$ cat config.mk
export PLATFORM = sky130hd
export DESIGN_NAME = branch_predictor
export DESIGN_NICKNAME = d
export VERILOG_FILES = /design/src/rtl/bp_pkg.sv /design/src/rtl/bp_sat_ctr.sv /design/src/rtl/branch_predictor.sv
export SDC_FILE = /design/constraint.sdc
export NUM_CORES = 2
export LEC_CHECK = 0
export BUFFER_PORTS_ARGS = -buffer_cell sky130_fd_sc_hd__buf_2
export CAP_MARGIN = 15
export CORE_ASPECT_RATIO = 1.4
export CORE_MARGIN = 2
export CORE_UTILIZATION = 45
export CTS_BUF_LIST = sky130_fd_sc_hd__clkbuf_8 sky130_fd_sc_hd__clkbuf_16
export DETAILED_ROUTE_END_ITERATION = 6
export PLACE_DENSITY_LB_ADDON = 0.25
export SLEW_MARGIN = 10
export SYNTH_ARGS = -nofsm -noshare
export SYNTH_HDL_FRONTEND = slang
export SYNTH_SLANG_ARGS = --single-unit
$ cat constraint.sdc
create_clock -name clk -period 5.27 [get_ports clk]
set_clock_uncertainty 0.2 [all_clocks]
set_input_delay 1.054 -clock clk [delete_from_list [all_inputs] [get_ports clk]]
set_output_delay 1.054 -clock clk [all_outputs]
set_load 0.02 [all_outputs]
$ cat src/rtl/bp_pkg.sv
// Shared constants and types for the dynamic branch predictor / BTB.
package bp_pkg;

  localparam logic [1:0] CTR_SNT = 2'b00;
  localparam logic [1:0] CTR_WNT = 2'b01;
  localparam logic [1:0] CTR_WT  = 2'b10;
  localparam logic [1:0] CTR_ST  = 2'b11;

  localparam int unsigned TGT_W = 30;

  typedef enum logic {
    BP_IDLE = 1'b0,
    BP_INIT = 1'b1
  } bp_state_e;

  function automatic int unsigned bp_iw(input int unsigned entries);
    return $clog2(entries);
  endfunction

endpackage

$ cat src/rtl/bp_sat_ctr.sv
// Saturating up/down counter next-state function; used for the 2-bit
// direction counters and the wide performance counters.
module bp_sat_ctr #(
  parameter int unsigned W = 2
) (
  input  logic [W-1:0] cnt_i,
  input  logic         inc_i,
  input  logic         dec_i,
  output logic [W-1:0] nxt_c
);

  always_comb begin
    nxt_c = cnt_i;
    if (inc_i && !dec_i && (cnt_i != {W{1'b1}})) begin
      nxt_c = cnt_i + W'(1);
    end else if (dec_i && !inc_i && (cnt_i != '0)) begin
      nxt_c = cnt_i - W'(1);
    end
  end

endmodule

$ cat src/rtl/branch_predictor.sv
// Bimodal/gshare direction predictor with BTB, combinational IF lookup,
// ID-stage update port, invalidate walker and saturating statistics.
module branch_predictor
  import bp_pkg::*;
#(
  parameter int unsigned ENTRIES  = 64,
  parameter int unsigned TAG_BITS = 8,
  parameter int unsigned GHR_BITS = 0,
  parameter int unsigned STAT_W   = 32,
  localparam int unsigned IW      = bp_iw(ENTRIES)
) (
  input  logic              clk,
  input  logic              rst_n,
  input  logic [31:0]       lk_pc,
  output logic              pred_hit,
  output logic              pred_taken,
  output logic [31:0]       pred_target,
  output logic [IW-1:0]     pred_idx,
  input  logic              upd_valid,
  input  logic [31:0]       upd_pc,
  input  logic [IW-1:0]     upd_idx,
  input  logic              upd_is_jump,
  input  logic              upd_taken,
  input  logic [31:0]       upd_target,
  input  logic              upd_mispredict,
  input  logic              inv_req,
  output logic              busy,
  output logic [STAT_W-1:0] stat_branches,
  output logic [STAT_W-1:0] stat_mispred
);

  logic                valid_q [ENTRIES];
  logic [TAG_BITS-1:0] tag_q   [ENTRIES];
  logic                jmp_q   [ENTRIES];
  logic [1:0]          ctr_q   [ENTRIES];
  logic [TGT_W-1:0]    tgt_q   [ENTRIES];

  bp_state_e     state_q, state_d;
  logic [IW-1:0] walk_q, walk_d;

  logic [IW-1:0]       hist_c;
  logic [IW-1:0]       lk_idx_c;
  logic [TAG_BITS-1:0] lk_tag_c;
  logic [TAG_BITS-1:0] upd_tag_c;
  logic                accept_c;
  logic                upd_hit_c;
  logic                alloc_c;
  logic [1:0]          ctr_nxt_c;
  logic [STAT_W-1:0]   stat_br_d, stat_mis_d;
  logic                unused_c;

  assign busy      = (state_q == BP_INIT);
  assign accept_c  = upd_valid && !busy;
  assign upd_tag_c = upd_pc[IW+TAG_BITS+1:IW+2];
  assign upd_hit_c = valid_q[upd_idx] && (tag_q[upd_idx] == upd_tag_c);
  assign alloc_c   = accept_c && !upd_hit_c && upd_taken;
  assign unused_c  = ^{lk_pc, upd_pc, upd_target[1:0]};

  // Global history only exists in gshare mode; it trails committed branches.
  if (GHR_BITS > 0) begin : g_ghr
    logic [GHR_BITS-1:0] ghr_q, ghr_d;

    always_comb begin
      ghr_d = ghr_q;
      if (inv_req) begin
        ghr_d = '0;
      end else if (accept_c && !upd_is_jump) begin
        ghr_d = GHR_BITS'({ghr_q, upd_taken});
      end
    end

    always_ff @(posedge clk or negedge rst_n) begin
      if (!rst_n) begin
        ghr_q <= '0;
      end else begin
        ghr_q <= ghr_d;
      end
    end

    assign hist_c = IW'(ghr_q) << (IW - GHR_BITS);
  end else begin : g_bimodal
    assign hist_c = '0;
  end

  // Lookup path: zero latency, no bypass from a same-cycle update.
  assign lk_idx_c    = lk_pc[IW+1:2] ^ hist_c;
  assign lk_tag_c    = lk_pc[IW+TAG_BITS+1:IW+2];
  assign pred_idx    = lk_idx_c;
  assign pred_hit    = valid_q[lk_idx_c] && (tag_q[lk_idx_c] == lk_tag_c) && !busy;
  assign pred_taken  = pred_hit && (jmp_q[lk_idx_c] || ctr_q[lk_idx_c][1]);
  assign pred_target = pred_hit ? {tgt_q[lk_idx_c], 2'b00} : 32'h0;

  bp_sat_ctr #(.W(2)) u_dir_ctr (
    .cnt_i (ctr_q[upd_idx]),
    .inc_i (upd_taken),
    .dec_i (!upd_taken),
    .nxt_c (ctr_nxt_c)
  );

  bp_sat_ctr #(.W(STAT_W)) u_stat_br (
    .cnt_i (stat_branches),
    .inc_i (accept_c),
    .dec_i (1'b0),
    .nxt_c (stat_br_d)
  );

  bp_sat_ctr #(.W(STAT_W)) u_stat_mis (
    .cnt_i (stat_mispred),
    .inc_i (accept_c && upd_mispredict),
    .dec_i (1'b0),
    .nxt_c (stat_mis_d)
  );

  // Walker: one entry per cycle; inv_req restarts from entry 0.
  always_comb begin
    state_d = state_q;
    walk_d  = walk_q;
    unique case (state_q)
      BP_IDLE: begin
        if (inv_req) begin
          state_d = BP_INIT;
          walk_d  = '0;
        end
      end
      BP_INIT: begin
        if (inv_req) begin
          walk_d = '0;
        end else if (walk_q == IW'(ENTRIES - 1)) begin
          state_d = BP_IDLE;
          walk_d  = '0;
        end else begin
          walk_d = walk_q + IW'(1);
        end
      end
    endcase
  end

  always_ff @(posedge clk or negedge rst_n) begin
    if (!rst_n) begin
      state_q       <= BP_INIT;
      walk_q        <= '0;
      stat_branches <= '0;
      stat_mispred  <= '0;
    end else begin
      state_q       <= state_d;
      walk_q        <= walk_d;
      stat_branches <= stat_br_d;
      stat_mispred  <= stat_mis_d;
    end
  end

  always_ff @(posedge clk or negedge rst_n) begin
    if (!rst_n) begin
      for (int i = 0; i < int'(ENTRIES); i++) begin
        valid_q[i] <= 1'b0;
      end
    end else if (busy) begin
      valid_q[walk_q] <= 1'b0;
    end else if (alloc_c) begin
      valid_q[upd_idx] <= 1'b1;
    end
  end

  // Payload arrays carry no reset; the walker seeds the counters.
  always_ff @(posedge clk) begin
    if (busy) begin
      ctr_q[walk_q] <= CTR_WNT;
    end else if (accept_c) begin
      if (upd_hit_c) begin
        if (!upd_is_jump) begin
          ctr_q[upd_idx] <= ctr_nxt_c;
        end
        if (upd_taken) begin
          tgt_q[upd_idx] <= upd_target[31:2];
        end
        jmp_q[upd_idx] <= upd_is_jump;
      end else if (upd_taken) begin
        tag_q[upd_idx] <= upd_tag_c;
        tgt_q[upd_idx] <= upd_target[31:2];
        jmp_q[upd_idx] <= upd_is_jump;
        ctr_q[upd_idx] <= CTR_WT;
      end
    end
  end

endmodule

### Word level (Yosys, flattened, before mapping)

Memory sizes are Yosys's and may differ from the RTL's.
Cells that the tools add are included.

* flip-flop bits (word level): 135
* bits in writable memories: 2624
* memories kept: 4
* bits of input ports: 109
* word-level logic and storage cells: 169
* output and inout bits: 105

Memories
* tgt_q: depth 64, width 30, rd ports 1, clocked after memory_dff 0, write ports 1, line branch_predictor.sv:36 `logic [TGT_W-1:0] tgt_q [ENTRIES];`
* tag_q: depth 64, width 8, rd ports 2, clocked after memory_dff 0, write ports 1, line branch_predictor.sv:33 `logic [TAG_BITS-1:0] tag_q [ENTRIES];`
* ctr_q: depth 64, width 2, rd ports 2, clocked after memory_dff 0, write ports 1, line branch_predictor.sv:35 `logic [1:0] ctr_q [ENTRIES];`
* jmp_q: depth 64, width 1, rd ports 1, clocked after memory_dff 0, write ports 1, line branch_predictor.sv:34 `logic jmp_q [ENTRIES];`

* multiplexer cells: 49
* $add $sub $neg: 5
* equal/unequal tests: 7
* bitwise logic cells: 10
* magnitude comparators: 5
* reduce and logical (&&, ||, !) cells: 21

Operators with widths (count)
* $mux 64: 2
* $add 32x1->32 const B: 2
* $and 64x64->64: 1
* $ne 32x32->1 const B: 2
* $not 64->64: 1
* $or 64x64->64: 1
* $mux 32: 1
* $mux 1: 31
* $mux 30: 1
* $mux 6: 4
* $ge 7x7->1 const B: 3
* $not 6->7: 3
* $eq 8x8->1: 2
* $logic_and 1x1->1: 14
* $lt 7x1->1 const B: 2
* $bmux 1 s6: 2
* $demux 1 s6: 2
* $pmux 6 s2: 1
* $mux 2: 4
* $add 6x1->6 const B: 1
* $eq 6x6->1 const B: 1
* $ne 2x2->1 const B: 2
* $reduce_bool 2->1: 2
* $logic_not 1->1: 3
* 7 further kinds: 9

### Longest topological paths before layout

* depth after elaboration: 12
* gate-level depth with buffers: 20
* gate-level depth less buffers: 13

### Hierarchy

From an unflattened synthesis, not the netlist that was laid out.

* cells, all modules: 5689
* area, all modules: 113820.4 µm²

Modules (own cells, without submodules)
* branch_predictor: area each 111137.8 µm², cells an instance 5272, sequential area each 82175.1 µm², times used 1
* bp_sat_ctr (u_stat_mis): area each 1300.0 µm², cells an instance 202, sequential area each 0.0 µm², times used 1
* bp_sat_ctr (u_stat_br): area each 1285.0 µm², cells an instance 201, sequential area each 0.0 µm², times used 1
* bp_sat_ctr (u_dir_ctr): area each 97.6 µm², cells an instance 14, sequential area each 0.0 µm², times used 1

### Worst setup path before layout

No wires, ideal clock.

* path kind: input-to-reg
* from: input upd_idx[1]
* to: memory ctr_q[0][1], data pin
* arrival: 6588 ps
* path buffers: 6
* setup slack: -2220 ps
* stages: 16
* setup time: 702 ps
* data required time: 4368 ps
* cell sequence: buf_2 > buf_2 > buf_2 > buf_2 > buf_2 > buf_2 > mux2i_1 > o21ai_0 > a221oi_1 > o21ai_0 > a2111o_1 > a221oi_1 > ha_1 > nor3_1 > nor3_1 > o21ai_0

* longest elaborated chain between the ends: 12
* elaborated cells between the ends (all ways): 28
* those cells by class: add/sub: 2; eq/ne: 2; mux: 15; bitwise: 2; reduce/logical: 5; memory: 2

Ends and longest elaborated chain
* start, declared: line branch_predictor.sv:21 `input logic [IW-1:0] upd_idx,`
* parallel branches: the longest is 11 deep, another holds $mem_v2 64x8
* $mux 2 (no source line) (*)
* end, declared: line branch_predictor.sv:35

Mark *: on every way between the ends. The select of a mux whose other input is x is not followed.

### Worst setup path after layout

* from: input lk_pc[2]
* to: output pred_target[4]

* longest elaborated chain between the ends: 7
* elaborated cells between the ends (all ways): 10
* those cells by class: eq/ne: 1; mux: 4; bitwise: 1; reduce/logical: 2; memory: 2

Ends and longest elaborated chain
* start, declared: line branch_predictor.sv:14 `input logic [31:0] lk_pc,`
* parallel branches: the longest is 6 deep, another holds $mem_v2 64x8
* $mux 32 (*): line branch_predictor.sv:91 `assign pred_target = pred_hit ? {tgt_q[lk_idx_c], 2'b00} : 32'h0;`
* end, declared: line branch_predictor.sv:17 `output logic [31:0] pred_target,`

Marked as above.

==> key figures <==
Status
  – Outcome: finished with violations
  – Failing checks: negative setup slack

STA
  – Final Hold Vio Count: 0
  – Headroom to the max-slew limit: 0.0978
  – Setup violators final: 32
  – Final WS setup: -0.619 ns
  – Pins Over Slew Limit: 0
  – Crit share post-route: 1.12
  – Worst slew pin tran: 1.35 ns
  – Final min period: 5.89 ns
  – Fmax: 170 MHz
  – Unrepaired setup endpoints after global routing: true

Global routing
  – Global-route wire length before repair: 468,000 µm
  – Initial antenna violation count: 11
  – Vias in the first global route: 62,775
  – Grt ovf: 0
  – Largest net degree at the start of global routing: 109
  – GR Util All Layers: 0.258

Pwr
  – Maximum vdd drop: 0.362 mV
  – Cell Pwr Density: 347 nW/µm²
  – P_leak: 42.6 nW

Routing
  – # DRC: 0
  – Vias per cell: 6.34
  – Antenna viol nets, final: 0
  – WL final: 333,000 µm
  – DRT Pass-1 Iters: 6
  – Wire per inst: 34.5 µm
  – 1st-iter DRT viols: 7,379
  – Via Count: 61,296

Setup path
  – CP startpoint: lk_pc[2]
  – Crit path max-delay cell type: mux4_2
  – Element type at the critical path end: primary output
  – Worst r2r src: tag_q[45][7]$_DFFE_PP_
  – R2R cell count: 11
  – Flop2flop setup slack: 0.57 ns
  – Critical Path AT: 4.64 ns
  – Setup crit start kind: input port
  – Required time worst endpoint: 4.02 ns
  – Reg2reg end: ctr_q[0][1]$_DFFE_PP_
  – Crit path kind: input port to primary output
  – Critical Path Max Stage Delay: 0.51 ns
  – Crit path to: pred_target[4]
  – Maximum net fanout on the critical path: 8
  – Worst-path cell chain: buf_16, buf_12, buf_12, buf_8, mux4_2, mux4_2, mux4_2, xnor2_2, nand2_2, nor4_4, buf_12, nand2_8, buf_6, buf_6, a211oi_2, buf_4

Synthesis
  – Share of the synthesized area in the top cell type: 0.695
  – Leading area contributor after synthesis: edfxtp_1
  – Sequential share of the synthesized area: 0.725
  – Synth cell types: 79
  – Fraction of registers with async set/reset: 0.0489
  – Post-synthesis cell area: 113,000 µm²
  – #FFs+latches synth: 2,759
  – EDFF count, synth: 2,624
  – Post-Syn Instances: 5,525
  – Synth area leaders: edfxtp_1 69%, mux4_2 18%, dfrtp_1 3.0%, nand2_1 0.90%, nor2_1 0.69%
  – Main synth FF type: edfxtp_1
  – Ys Warns: 0
  – Synthesized area per cell: 20.5 µm²

Layout
  – Fin cells: 9,664
  – Layout cells sized above 1: 0.346
  – Most common cell after layout, fill and taps aside: edfxtp_1
  – Layout area overhead: 17.2%
  – Final net count: 6,263
  – Most frequent cells in the layout: 2,624 x edfxtp_1, 889 x mux4_2, 359 x buf_4, 283 x clkbuf_16, 270 x nand2_1

Clock tree
  – CTS Sinks: 2,759
  – Clock latency on the worst-skew pair: 0.86 ns
  – # H-tree levels: 5
  – Clock-pin slew on the worst setup and hold paths: 0.07 ns
  – Num CTS Buffers: 275
  – Max clock buf depth: 4
  – CTS tree: built
  – CTS root buffer: clkbuf_16

Floorplan
  – Die Span Y: 598 µm
  – # rows: 218
  – Core area: 251,000 µm²
  – Initial Util: 0.451
  – I/O pin cnt: 214
  – DIE AREA: 256,000 µm²
  – Die width: 428 µm

Min path
  – Hold Crit Class: input port to register

Flow run
  – Max-cap viol count: 0

Placed design
  – RePlAce Congestion: 0.938
  – Placed Cells: 9,148
  – Post-DP HPWL: 202,000 µm
  – I/O Buffers: 167
  – Place WS: -1.28 ns
[cell families after synthesis]
| logic type | after synthesis | synth area share |
|---|---|---|
| AO/OA/AOI/OAI | 456 | 0.0300 |
| adder cells (fa/ha/maj) | 5 | 0.000552 |
| multiplexers | 1010 | 0.188 |
| other | 1 | 0.0000331 |
| AND/OR/NAND/NOR | 831 | 0.0344 |
| XOR/XNOR | 80 | 0.00618 |
| buffers and inverters | 383 | 0.0164 |
| flip-flops | 2759 | 0.725 |
[critical path: cells and delay by family]
kind / cells / cell delay [ns]
muxes: 3 / 1.49
and+or+nand+nor: 3 / 0.54
buffers and inverters: 8 / 1.17
xor gates and xnor gates: 1 / 0.19
AOI/OAI and AO/OA: 1 / 0.16
[synthesized netlist by cell type, types with 12 or more instances]
| library cell | number |
|---|---|
| nor2b_1 | 28 |
| nor3_1 | 105 |
| clkbuf_1 | 166 |
| and3_1 | 25 |
| buf_4 | 23 |
| mux2_2 | 40 |
| nand4_1 | 25 |
| o22ai_1 | 18 |
| and2_1 | 17 |
| buf_1 | 37 |
| o41ai_2 | 19 |
| nand2_1 | 272 |
| nand3_1 | 84 |
| a221oi_1 | 31 |
| mux2i_1 | 76 |
| nor3b_1 | 12 |
| xnor2_1 | 66 |
| a211oi_1 | 42 |
| buf_6 | 24 |
| nand2b_1 | 12 |
| mux4_2 | 889 |
| xor2_1 | 14 |
| buf_2 | 118 |
| edfxtp_1 | 2624 |
| dfrtp_1 | 134 |
| nor2_1 | 208 |
| a21oi_1 | 61 |
| o21ai_0 | 83 |
| o31ai_1 | 40 |
| a22oi_1 | 64 |
[cell type report]
class	count	area [µm²]
Antenna cell	5	12.5
Inverter	12	45.0
Sequential cell	2759	82200
Timing Repair Buffer	717	7570
Clock buffer	287	7130
Clock inverter	200	1600
Fill cell	19410	118000
Multi-Input combinational cell	2384	30200
Tap cell	3300	4130
[metrics by stage]
step	area [µm²]	util	hold slack (ns)	setup TNS, ns	power [W]
floorplan	114000	-	0.259	-2.87	0.0260
global placement	123000	0.491	0.272	-63.34	0.0272
detailed placement	123000	0.491	0.276	-66.88	0.0272
CTS	133000	0.528	0.191	-17.59	0.0464
global route	133000	0.529	0.235	-18.77	0.0474
finish	133000	0.529	0.245	-15.84	0.0461
[state kept, by name (all words and copies together), names as in the netlist]
| register | count |
|---|---|
| ctr_q | 128 |
| tag_q | 512 |
| valid_q | 64 |
| busy | 1 |
| tgt_q | 1920 |
| jmp_q | 64 |
| stat_mispred | 32 |
| stat_branches | 32 |
| walk_q | 6 |
[worst min path at each step]
stage / start / end / slack [ns] / depth (start not counted)
floorplan: valid_q[40]$_DFFE_PN0P_ / valid_q[40]$_DFFE_PN0P_ / 0.26 / 2
global placement: stat_branches[17]$_DFFE_PN0P_ / stat_branches[17]$_DFFE_PN0P_ / 0.27 / 1
detailed placement: stat_mispred[6]$_DFFE_PN0P_ / stat_mispred[6]$_DFFE_PN0P_ / 0.28 / 1
CTS: inv_req / walk_q[4]$_DFFE_PN0P_ / 0.19 / 2
global route: inv_req / walk_q[4]$_DFFE_PN0P_ / 0.23 / 2
finish: inv_req / walk_q[4]$_DFFE_PN0P_ / 0.24 / 2
[routing by layer]
layer / part of all wire / GRT usage
met2: 0.51 / 0.443
met4: 0.057 / 0.129
met5: 0 / 0
met3: 0.072 / 0.0403
met1: 0.36 / 0.320
[timing repair]
| action | CTS | global route |
|---|---|---|
| buffers inserted | 13 | 2 |
| endpoints found under the setup margin | 32 | 32 |
| hold endpoints to repair | 27 | 0 |
| gates cloned | 5 | 1 |
| gates resized for setup | 87 | 12 |
| pin swaps | 8 | 2 |
| hold buffers | 1 | 0 |
[power breakdown]
part	switching (W)	total, W	internal (W)
clock network	0.00836	0.0193	0.0109
registers	0.0000381	0.0240	0.0240
logic	0.00161	0.00278	0.00117
total	0.0100	0.0461	0.0361
Note: power is estimated with default switching activity, not from simulation.
